--- config.mk ---
export PLATFORM = sky130hd
export DESIGN_NAME = dmem_port_arbiter
export DESIGN_NICKNAME = d
export VERILOG_FILES = /design/src/rtl/dmem_port_arbiter.sv
export SDC_FILE = /design/constraint.sdc
export NUM_CORES = 1
export LEC_CHECK = 0
export ABC_AREA = 1
export CAP_MARGIN = 20
export CELL_PAD_IN_SITES_DETAIL_PLACEMENT = 1
export CELL_PAD_IN_SITES_GLOBAL_PLACEMENT = 1
export CORE_ASPECT_RATIO = 0.5
export CORE_MARGIN = 3
export CORE_UTILIZATION = 39
export DETAILED_ROUTE_END_ITERATION = 10
export GPL_TIMING_DRIVEN = 0
export PLACE_DENSITY = 0.83
export SLEW_MARGIN = 30
export SYNTH_ARGS = -nofsm -noshare
export SYNTH_HDL_FRONTEND = slang
export SYNTH_SLANG_ARGS = --single-unit
--- constraint.sdc ---
create_clock -name clk -period 2.9 [get_ports clk]
set_input_delay 0.58 -clock clk [delete_from_list [all_inputs] [get_ports clk]]
set_output_delay 0.58 -clock clk [all_outputs]
set_load 0.03 [all_outputs]
--- src/rtl/dmem_port_arbiter.sv ---
// Serialises one write plus up to NRD reads onto a single-port RAM, write first, then reads in port order.
// Stall lasts 1+W+R cycles, plus one drain cycle when R>0; done pulses next. Inputs are ignored from snapshot to DONE.
module dmem_port_arbiter #(
  parameter int AW  = 14,
  parameter int DW  = 10,
  parameter int NRD = 4
) (
  input  logic              clk,
  input  logic              rst,
  input  logic [NRD-1:0]    rd_req,
  input  logic [NRD*AW-1:0] rd_addr,
  input  logic              wr_req,
  input  logic [AW-1:0]     wr_addr,
  input  logic [DW-1:0]     wr_data,
  output logic              stall,
  output logic              done,
  output logic [NRD-1:0]    rd_valid,
  output logic [NRD*DW-1:0] rd_data,
  output logic              ram_we,
  output logic [AW-1:0]     ram_addr,
  output logic [DW-1:0]     ram_wdata,
  input  logic [DW-1:0]     ram_rdata
);

  localparam int IW = (NRD > 1) ? $clog2(NRD) : 1;

  typedef enum logic [1:0] {IDLE, ISSUE, DRAIN, DONE} state_t;

  typedef struct packed {
    logic [NRD-1:0]    rd_mask;
    logic [NRD*AW-1:0] rd_addr;
    logic [AW-1:0]     wr_addr;
    logic [DW-1:0]     wr_data;
  } snap_t;

  state_t        state;
  logic [NRD:0]  pend;
  logic [NRD:0]  after_issue;
  logic [NRD:0]  nx_mask;
  logic [IW-1:0] cur_idx;
  logic [IW-1:0] nx_idx;
  logic [IW-1:0] cap_idx;
  logic          cap_vld;
  logic          any_req;
  logic          issue_next;
  logic          finish_next;
  snap_t         snap;
  snap_t         live;
  snap_t         src;
  logic [AW-1:0] nx_ram_addr;
  logic [DW-1:0] nx_ram_wdata;

  assign any_req = (|rd_req) | wr_req;
  assign stall   = rst && ((state == IDLE) ? any_req : (state == ISSUE || state == DRAIN));

  // The RAM port is registered, so the op for the coming cycle is picked one edge early:
  // from the live requests in IDLE, or from what is still pending after the current issue.
  always_comb begin
    live.rd_mask = rd_req;
    live.rd_addr = rd_addr;
    live.wr_addr = wr_addr;
    live.wr_data = wr_data;

    cur_idx = '0;
    for (int k = NRD - 1; k >= 0; k--)
      if (pend[k]) cur_idx = IW'(k);
    after_issue = pend;
    if (pend[NRD]) after_issue[NRD] = 1'b0;
    else           after_issue[cur_idx] = 1'b0;

    if (state == IDLE) begin
      nx_mask    = {wr_req, rd_req};
      src        = live;
      issue_next = any_req;
    end else begin
      nx_mask    = after_issue;
      src        = snap;
      issue_next = (state == ISSUE) && (|after_issue);
    end

    nx_idx = '0;
    for (int k = NRD - 1; k >= 0; k--)
      if (nx_mask[k]) nx_idx = IW'(k);
    nx_ram_addr  = nx_mask[NRD] ? src.wr_addr : src.rd_addr[int'(nx_idx)*AW +: AW];
    nx_ram_wdata = nx_mask[NRD] ? src.wr_data : '0;

    finish_next = (state == DRAIN) ||
                  ((state == ISSUE) && !(|after_issue) && pend[NRD]);
  end

  always_ff @(posedge clk or negedge rst) begin
    if (!rst) begin
      state     <= IDLE;
      pend      <= '0;
      snap      <= '0;
      cap_vld   <= 1'b0;
      cap_idx   <= '0;
      rd_data   <= '0;
      done      <= 1'b0;
      rd_valid  <= '0;
      ram_we    <= 1'b0;
      ram_addr  <= '0;
      ram_wdata <= '0;
    end else begin
      ram_we    <= issue_next && nx_mask[NRD];
      ram_addr  <= issue_next ? nx_ram_addr  : '0;
      ram_wdata <= issue_next ? nx_ram_wdata : '0;

      // RAM data trails its address by one cycle, so captures run one cycle behind issue.
      cap_vld <= (state == ISSUE) && !pend[NRD];
      cap_idx <= cur_idx;
      if (cap_vld) rd_data[int'(cap_idx)*DW +: DW] <= ram_rdata;

      done     <= finish_next;
      rd_valid <= finish_next ? snap.rd_mask : '0;

      case (state)
        IDLE: begin
          if (any_req) begin
            state <= ISSUE;
            pend  <= {wr_req, rd_req};
            snap  <= live;
          end
        end
        ISSUE: begin
          pend <= after_issue;
          if (!(|after_issue)) state <= pend[NRD] ? DONE : DRAIN;
        end
        DRAIN:   state <= DONE;
        default: state <= IDLE;
      endcase
    end
  end

endmodule

==> flow_metrics.env, run 1 <==
export IMPL_cts_htree_levels=4
export IMPL_multi_input_area_mm2=0.00303
export IMPL_dpl_cell_area_mm2=0.00922
export IMPL_crit_arrival_ns=2.10
export IMPL_drtIter0Drc=357
export IMPL_die_width_um=198
export IMPL_drc=0
export IMPL_dieArea_mm2=0.0203
export IMPL_clock_path_buffers=2
export IMPL_fin_skew_ns=0.00970
export IMPL_rsz0062_at_grt="no"
export IMPL_outcome="finished clean"
export IMPL_fmax_mhz=373
export IMPL_yosysSeqAreaShare_pct=48.5
export IMPL_ff_latch_area_mm2=0.00350
export IMPL_synth_compound_area_share_pct=15.8
export IMPL_syn2layout_area_growth_pct=35.8
export IMPL_via_count=7137
export IMPL_drive_gt1_share_pct=8.68
export IMPL_via_per_inst=5.19
export IMPL_synth_top_family_by_area="simple AND/OR/NAND/NOR gates"
export IMPL_drt_pass1_iter_count=5
export IMPL_fin_nets=1233
export IMPL_start_kind="flip-flop"
export IMPL_grt_pass1_vias=7429
export IMPL_num_io_pins=168
export IMPL_hold_path_class="in -> async"
export IMPL_p_leak_nw=4.66
export IMPL_clk_latency_ns=0.43
export IMPL_yosysWarnings=0
export IMPL_netlist_instances=943
export IMPL_place_gp_congestion=0.903
export IMPL_dp_hpwl_um=18700
export IMPL_finalCritPeriodShare_pct=92.4
export IMPL_synth_fa_ha_area_share_pct=1.56
export IMPL_numPortBuffers=167
export IMPL_wl_per_cell_um=17.9
export IMPL_final_max_slew_violation_count=0
export IMPL_syn_num_nets=1049
export IMPL_ir_worst_vdd_uv=471
export IMPL_setup_viol=0
export IMPL_dieHeight_um=102
export IMPL_fill_cells=2220
export IMPL_synth_simple_gate_area_share_pct=24.6
export IMPL_avgSynthCellArea_um2=7.66
export IMPL_initial_core_util_pct=40.7
export IMPL_core_rowCount=34
export IMPL_cts_num_sinks=140
export IMPL_wirelength_um=24700
export IMPL_pre_cts_slack_ns=-0.116
export IMPL_critPathRequiredTime_ns=2.32
export IMPL_grt_overflow=0
export IMPL_hold_viol=0
export IMPL_maxCapViolCount=0
export IMPL_synth_cell_types=37
export IMPL_p_per_area_mw_per_mm2=1340
export IMPL_antenna_found_initial=0
export IMPL_hold_buffers=0
export IMPL_core_region_area_mm2=0.0177
export IMPL_cts_tree="done"
export IMPL_grt_pass1_wl_um=39300
export IMPL_fin_area_mm2=0.00981
export IMPL_grt_max_degree=85
export IMPL_min_period_ns=2.68
export IMPL_worstPathMaxFanout=28
export IMPL_synth_area_mm2=0.00722
export IMPL_muxShareOfSynthArea_pct=0
export IMPL_ant_nets=0
export IMPL_track_usage_pct=24.7
export IMPL_crit_type="reg -> out"
export IMPL_cts_clk_slew_worst_paths_ns=0.06
export IMPL_cts_made_buffers=17
export IMPL_synth_seq_cells=140
export IMPL_clockRootBuffer="clkbuf_16"
export IMPL_slew_headroom_pct=57.9
export IMPL_worst_pin_slew_ns=0.632
export IMPL_synth_xor_area_share_pct=0
export IMPL_endpoint_kind="output pin"
export IMPL_setup_slack_ns=0.221
==> cell usage after synthesis, drive strengths merged <==
cell type	n	share of area [%]
a211oi	1	0.10
a21boi	1	0.16
a21oi	55	3.8
a22oi	2	0.21
a31o	1	0.12
a31oi	9	0.78
a32o	3	0.42
buf	29	2.5
clkbuf	25	1.3
clkinv	1	0.052
dfrtp	140	49
ha	9	1.6
inv	108	5.6
nand2	239	13
nand3	83	6.5
nand4	1	0.087
nor2	87	4.6
nor3	4	0.42
o211ai	2	0.21
o21a	1	0.10
o21ai	132	9.3
o22ai	6	0.52
o31ai	1	0.10
or2	3	0.26
==> area by class of cell <==
cell class,count,area share (%)
Clock inverter,11,1.19
Multi-Input combinational cell,640,30.9
Inverter,109,4.17
Timing Repair Buffer,168,17.4
Antenna cell,1,0.0255
Sequential cell,140,35.7
Tap cell,234,2.99
Clock buffer,21,4.90
Buffer,51,2.71
==> worst max-delay path: stages, from the launching register on <==
cell and delay [ns]:
dfrtp_1 0.40, inv_1 0.09, ha_1 0.27, buf_6 0.22, nand3_1 0.13, nand2_1 0.07, a21oi_1 0.17, clkdlybuf4s15_2 0.33
==> registers in the layout, indices dropped and copies added, names as in the netlist <==
register	flops
state	2
cap_vld	1
done	1
cap_idx	2
snap	60
rd_valid	4
ram_we	1
pend	5
rd_data	40
ram_wdata	10
ram_addr	14
==> report_power, final <==
| group | total (mW) | switching (mW) | internal, mW | leakage [nW] |
|---|---|---|---|---|
| Clock | 2.22 | 0.871 | 1.35 | 0.291 |
| Combinational | 7.57 | 5.01 | 2.57 | 2.62 |
| Sequential | 3.31 | 0.477 | 2.83 | 1.75 |
| Total | 13.1 | 6.36 | 6.75 | 4.66 |
==> worst paths after layout <==
path                                      start                       to  slack, ns  depth (start not counted)
setup / recovery           state[0]$_DFFE_PN0P_                    stall       0.22                          7
hold / removal                              rst  rd_data[20]$_DFFE_PN0P_       0.07                          1
setup reg to reg           state[0]$_DFFE_PN0P_   ram_addr[10]$_DFF_PN0_       0.51                         10
hold reg to reg             pend[1]$_DFFE_PN0P_     cap_idx[1]$_DFF_PN0_       0.46                          1
max in group asynchronous                   rst     snap[59]$_DFFE_PN0P_       2.01                          2
min in group clk            pend[1]$_DFFE_PN0P_     cap_idx[1]$_DFF_PN0_       0.46                          1
==> layout by cell type, fill, tap and decap left out, types with 19 or more instances in the layout <==
master,Yosys,layout
clkdlybuf4s50_1,0,165
clkbuf_1,25,24
nand3_1,72,72
a21oi_1,55,55
nor2_1,84,84
buf_2,20,19
nand2_1,236,236
o21ai_0,81,81
dfrtp_1,140,140
o21ai_1,48,48
inv_1,94,94
==> logic make-up after synthesis <==
logic type                 Yosys count
and+or+nand+nor                    417
DFF                                140
buffers and inverters              163
AOI/OAI and AO/OA                  214
adders and majority gates            9
==> what timing repair did <==
action,4_1_cts,5_1_grt
buffers inserted,0,0
resized for setup,3,1
endpoints found under the setup margin,1,1
cloned,0,0
==> layer usage <==
metal / vias to the layer above / track usage, % / part of all wire, %
met1: 3547 / 33.4 / 46
met2: 156 / 42.4 / 49
met3: 25 / 3.92 / 3.9
li1: 3409 / - / -
met4: 0 / 5.66 / 1.2
met5: - / 0 / 0
==> per-stage QoR <==
stage	instances	hold WS, ns	TNS, ns	total power [mW]	utilization (%)
finish	1375	0.0740	0	13.1	55.3
global route	1374	0.0967	0	14.1	55.3
CTS	1375	0.0839	0	13.1	55.3
detailed placement	1345	0.462	-0.116	10.8	52.0
global placement	1344	0.457	-617.97	10.5	51.8
floorplan	943	0.284	0	8.17	-
Note: power is estimated with default switching activity, not from simulation.
==> inputs of run 2 (changes only) <==
==> config.mk (replaced) <==
export PLATFORM = sky130hd
export DESIGN_NAME = dmem_port_arbiter
export DESIGN_NICKNAME = d
export VERILOG_FILES = /design/src/rtl/dmem_port_arbiter.sv
export SDC_FILE = /design/constraint.sdc
export NUM_CORES = 1
export LEC_CHECK = 0
export ABC_AREA = 1
export CAP_MARGIN = 20
export CELL_PAD_IN_SITES_DETAIL_PLACEMENT = 0
export CELL_PAD_IN_SITES_GLOBAL_PLACEMENT = 2
export CORE_ASPECT_RATIO = 0.5
export CORE_MARGIN = 3
export CORE_UTILIZATION = 30
export DETAILED_ROUTE_END_ITERATION = 10
export PLACE_DENSITY = 0.82
export SLEW_MARGIN = 30
export SYNTH_ARGS = -nofsm -noshare
export SYNTH_HDL_FRONTEND = slang
export SYNTH_SLANG_ARGS = --single-unit
export TNS_END_PERCENT = 50
==> flow_metrics.env, run 2 (synthesis gave the netlist of run 1 again) <==
export IMPL_drtIter0Drc=473
export IMPL_drt_pass1_iter_count=7
export IMPL_place_gp_congestion=0.847
export IMPL_final_util_pct=41.9
export IMPL_endpoint_kind="output pin"
export IMPL_die_width_um=225
export IMPL_antenna_found_initial=0
export IMPL_fmax_mhz=378
export IMPL_ir_worst_vdd_uv=550
export IMPL_cts_resized=0
export IMPL_dieHeight_um=116
export IMPL_initial_core_util_pct=31.1
export IMPL_final_max_slew_violation_count=0
export IMPL_cts_made_buffers=17
export IMPL_rsz0062_at_grt="no"
export IMPL_seqPwrFrac_pct=26.5
export IMPL_crit_top_cell="buf_4"
export IMPL_timing_rr_end="ram_addr[10]$_DFF_PN0_"
export IMPL_grt_pass1_vias=6547
export IMPL_clockRootBuffer="clkbuf_16"
export IMPL_cp_slowest_cell="dfrtp_1"
export IMPL_dpl_cell_area_mm2=0.00915
export IMPL_grt_pass1_wl_um=36500
export IMPL_p_int_mw=6.51
export IMPL_wl_per_cell_um=16.3
export IMPL_power_frac_comb_pct=55.7
export IMPL_p_leak_nw=4.59
export IMPL_clk_latency_ns=0.43
export IMPL_slew_headroom_pct=46.4
export IMPL_start_kind="flip-flop"
export IMPL_clock_path_buffers=2
export IMPL_cts_tree="done"
export IMPL_wirelength_um=22900
export IMPL_clkPwrFrac_pct=17.8
export IMPL_fin_nets=1196
export IMPL_core_rowCount=39
export IMPL_num_io_pins=168
export IMPL_crit_chain="inv_1 -> ha_2 -> inv_2 -> buf_4 -> a21oi_1 -> buf_4"
export IMPL_syn2layout_area_growth_pct=34.9
export IMPL_worst_hold_slack_ns=0.295
export IMPL_via_per_inst=4.70
export IMPL_top_register="snap"
export IMPL_dieArea_mm2=0.0261
export IMPL_top_regs="snap x60, rd_data x40, ram_addr x14"
export IMPL_numPortBuffers=167
export IMPL_crit_type="reg -> out"
export IMPL_switching_power_mw=5.97
export IMPL_core_region_area_mm2=0.0232
export IMPL_cpPeakStageDelay_ns=0.41
export IMPL_final_cell_count_no_fill=1410
export IMPL_netSwitchingFraction_pct=47.8
export IMPL_hold_viol=0
export IMPL_final_cell_mix="nand2_1 (235), clkdlybuf4s50_1 (165), dfrtp_1 (140)"
export IMPL_drive_gt1_share_pct=8.07
export IMPL_crit_arrival_ns=2.06
export IMPL_fin_skew_ns=0.00643
export IMPL_largest_reg_flops=60
export IMPL_worst_pin_slew_ns=0.804
export IMPL_crit_buf_inv=4
export IMPL_outcome="finished clean"
export IMPL_endpoint="stall"
export IMPL_p_per_area_mw_per_mm2=1280
export IMPL_finalCritPeriodShare_pct=91.1
export IMPL_hold_buffers=0
export IMPL_dp_hpwl_um=16700
export IMPL_cts_clk_slew_worst_paths_ns=0.06
export IMPL_startpoint="state[0]$_DFFE_PN0P_"
export IMPL_setup_viol=0
export IMPL_dp_cells=1378
export IMPL_fin_area_mm2=0.00974
export IMPL_path_depth=6
export IMPL_fill_cells=2397
export IMPL_cts_num_sinks=140
export IMPL_ant_nets=0
export IMPL_mostFrequentLayoutCell="nand2_1"
export IMPL_via_count=6620
export IMPL_r2r_slack_ns=0.56
export IMPL_maxCapViolCount=0
export IMPL_grt_overflow=0
export IMPL_critPathRequiredTime_ns=2.32
export IMPL_track_usage_pct=18.1
export IMPL_reg2reg_from="state[0]$_DFFE_PN0P_"
export IMPL_worstPathMaxFanout=30
export IMPL_cts_htree_levels=4
export IMPL_min_period_ns=2.64
export IMPL_drc=0
export IMPL_postCtsSetupBuffers=0
export IMPL_hold_path_class="in -> async"
export IMPL_critPathTopFamily="buffers and inverters"
export IMPL_fin_tns_setup_ns=0
export IMPL_antennaDiodeCount=0
export IMPL_ff2ff_path_depth=12
export IMPL_grt_max_degree=141
-- run 2: cell types whose count changed in the layout (fill, tap and decap cells not counted), sizes merged --
cell	previous run	this run
buf	29	17
clkbuf	45	18
clkdlybuf4s15	1	0
clkinv	7	5
clkinvlp	3	2
diode	1	0
inv	108	114
-- run 2: worst min path at each step --
stage                              from                 endpoint  slack [ns]  cells past startpoint
finish                              rst   rd_data[1]$_DFFE_PN0P_        0.29                      2
global route                        rst   rd_data[0]$_DFFE_PN0P_        0.37                      2
CTS                                 rst  rd_data[24]$_DFFE_PN0P_        0.36                      2
detailed placement  pend[1]$_DFFE_PN0P_     cap_idx[1]$_DFF_PN0_        0.46                      1
global placement    pend[1]$_DFFE_PN0P_     cap_idx[1]$_DFF_PN0_        0.47                      1
floorplan                           rst     cap_idx[0]$_DFF_PN0_        0.28                      0
-- run 2: through the flow --
step                power (mW)  setup WS (ns)
floorplan                 8.17          0.538
finish                    12.5          0.257
global placement          10.3          0.416
detailed placement        10.3          0.364
CTS                       12.6          0.214
global route              13.6          0.102
-- run 2: power groups by stage --
stage / combinational, mW / clock, mW / sequential (mW)
after global placement: 6.96 / 0 / 3.32
after floorplan: 4.21 / 0 / 3.96
final: 6.94 / 2.23 / 3.31
after CTS: 7.01 / 2.29 / 3.32
after detailed placement: 6.99 / 0 / 3.34
after global routing: 7.76 / 2.38 / 3.42
-- run 2: per-layer routing --
metal  global-route usage [%]  vias to the layer above  routed length [µm]
met1                     25.0                     3136               10900
met5                        0                        -                   0
met2                     29.3                      126               10800
met3                     3.72                       22                 875
met4                     5.11                        0                 309
li1                         -                     3336                   -
-- run 2: cell type report --
class                      count  area (µm²)  area share (%)
timing repair buffer         182        1810            18.6
tap                          307         384            3.94
clock buffer                  18         439            4.51
multi-input combinational    640        3040            31.2
clock inverter                14         159            1.63
inverter                     109         409            4.20
sequential                   140        3500            36.0
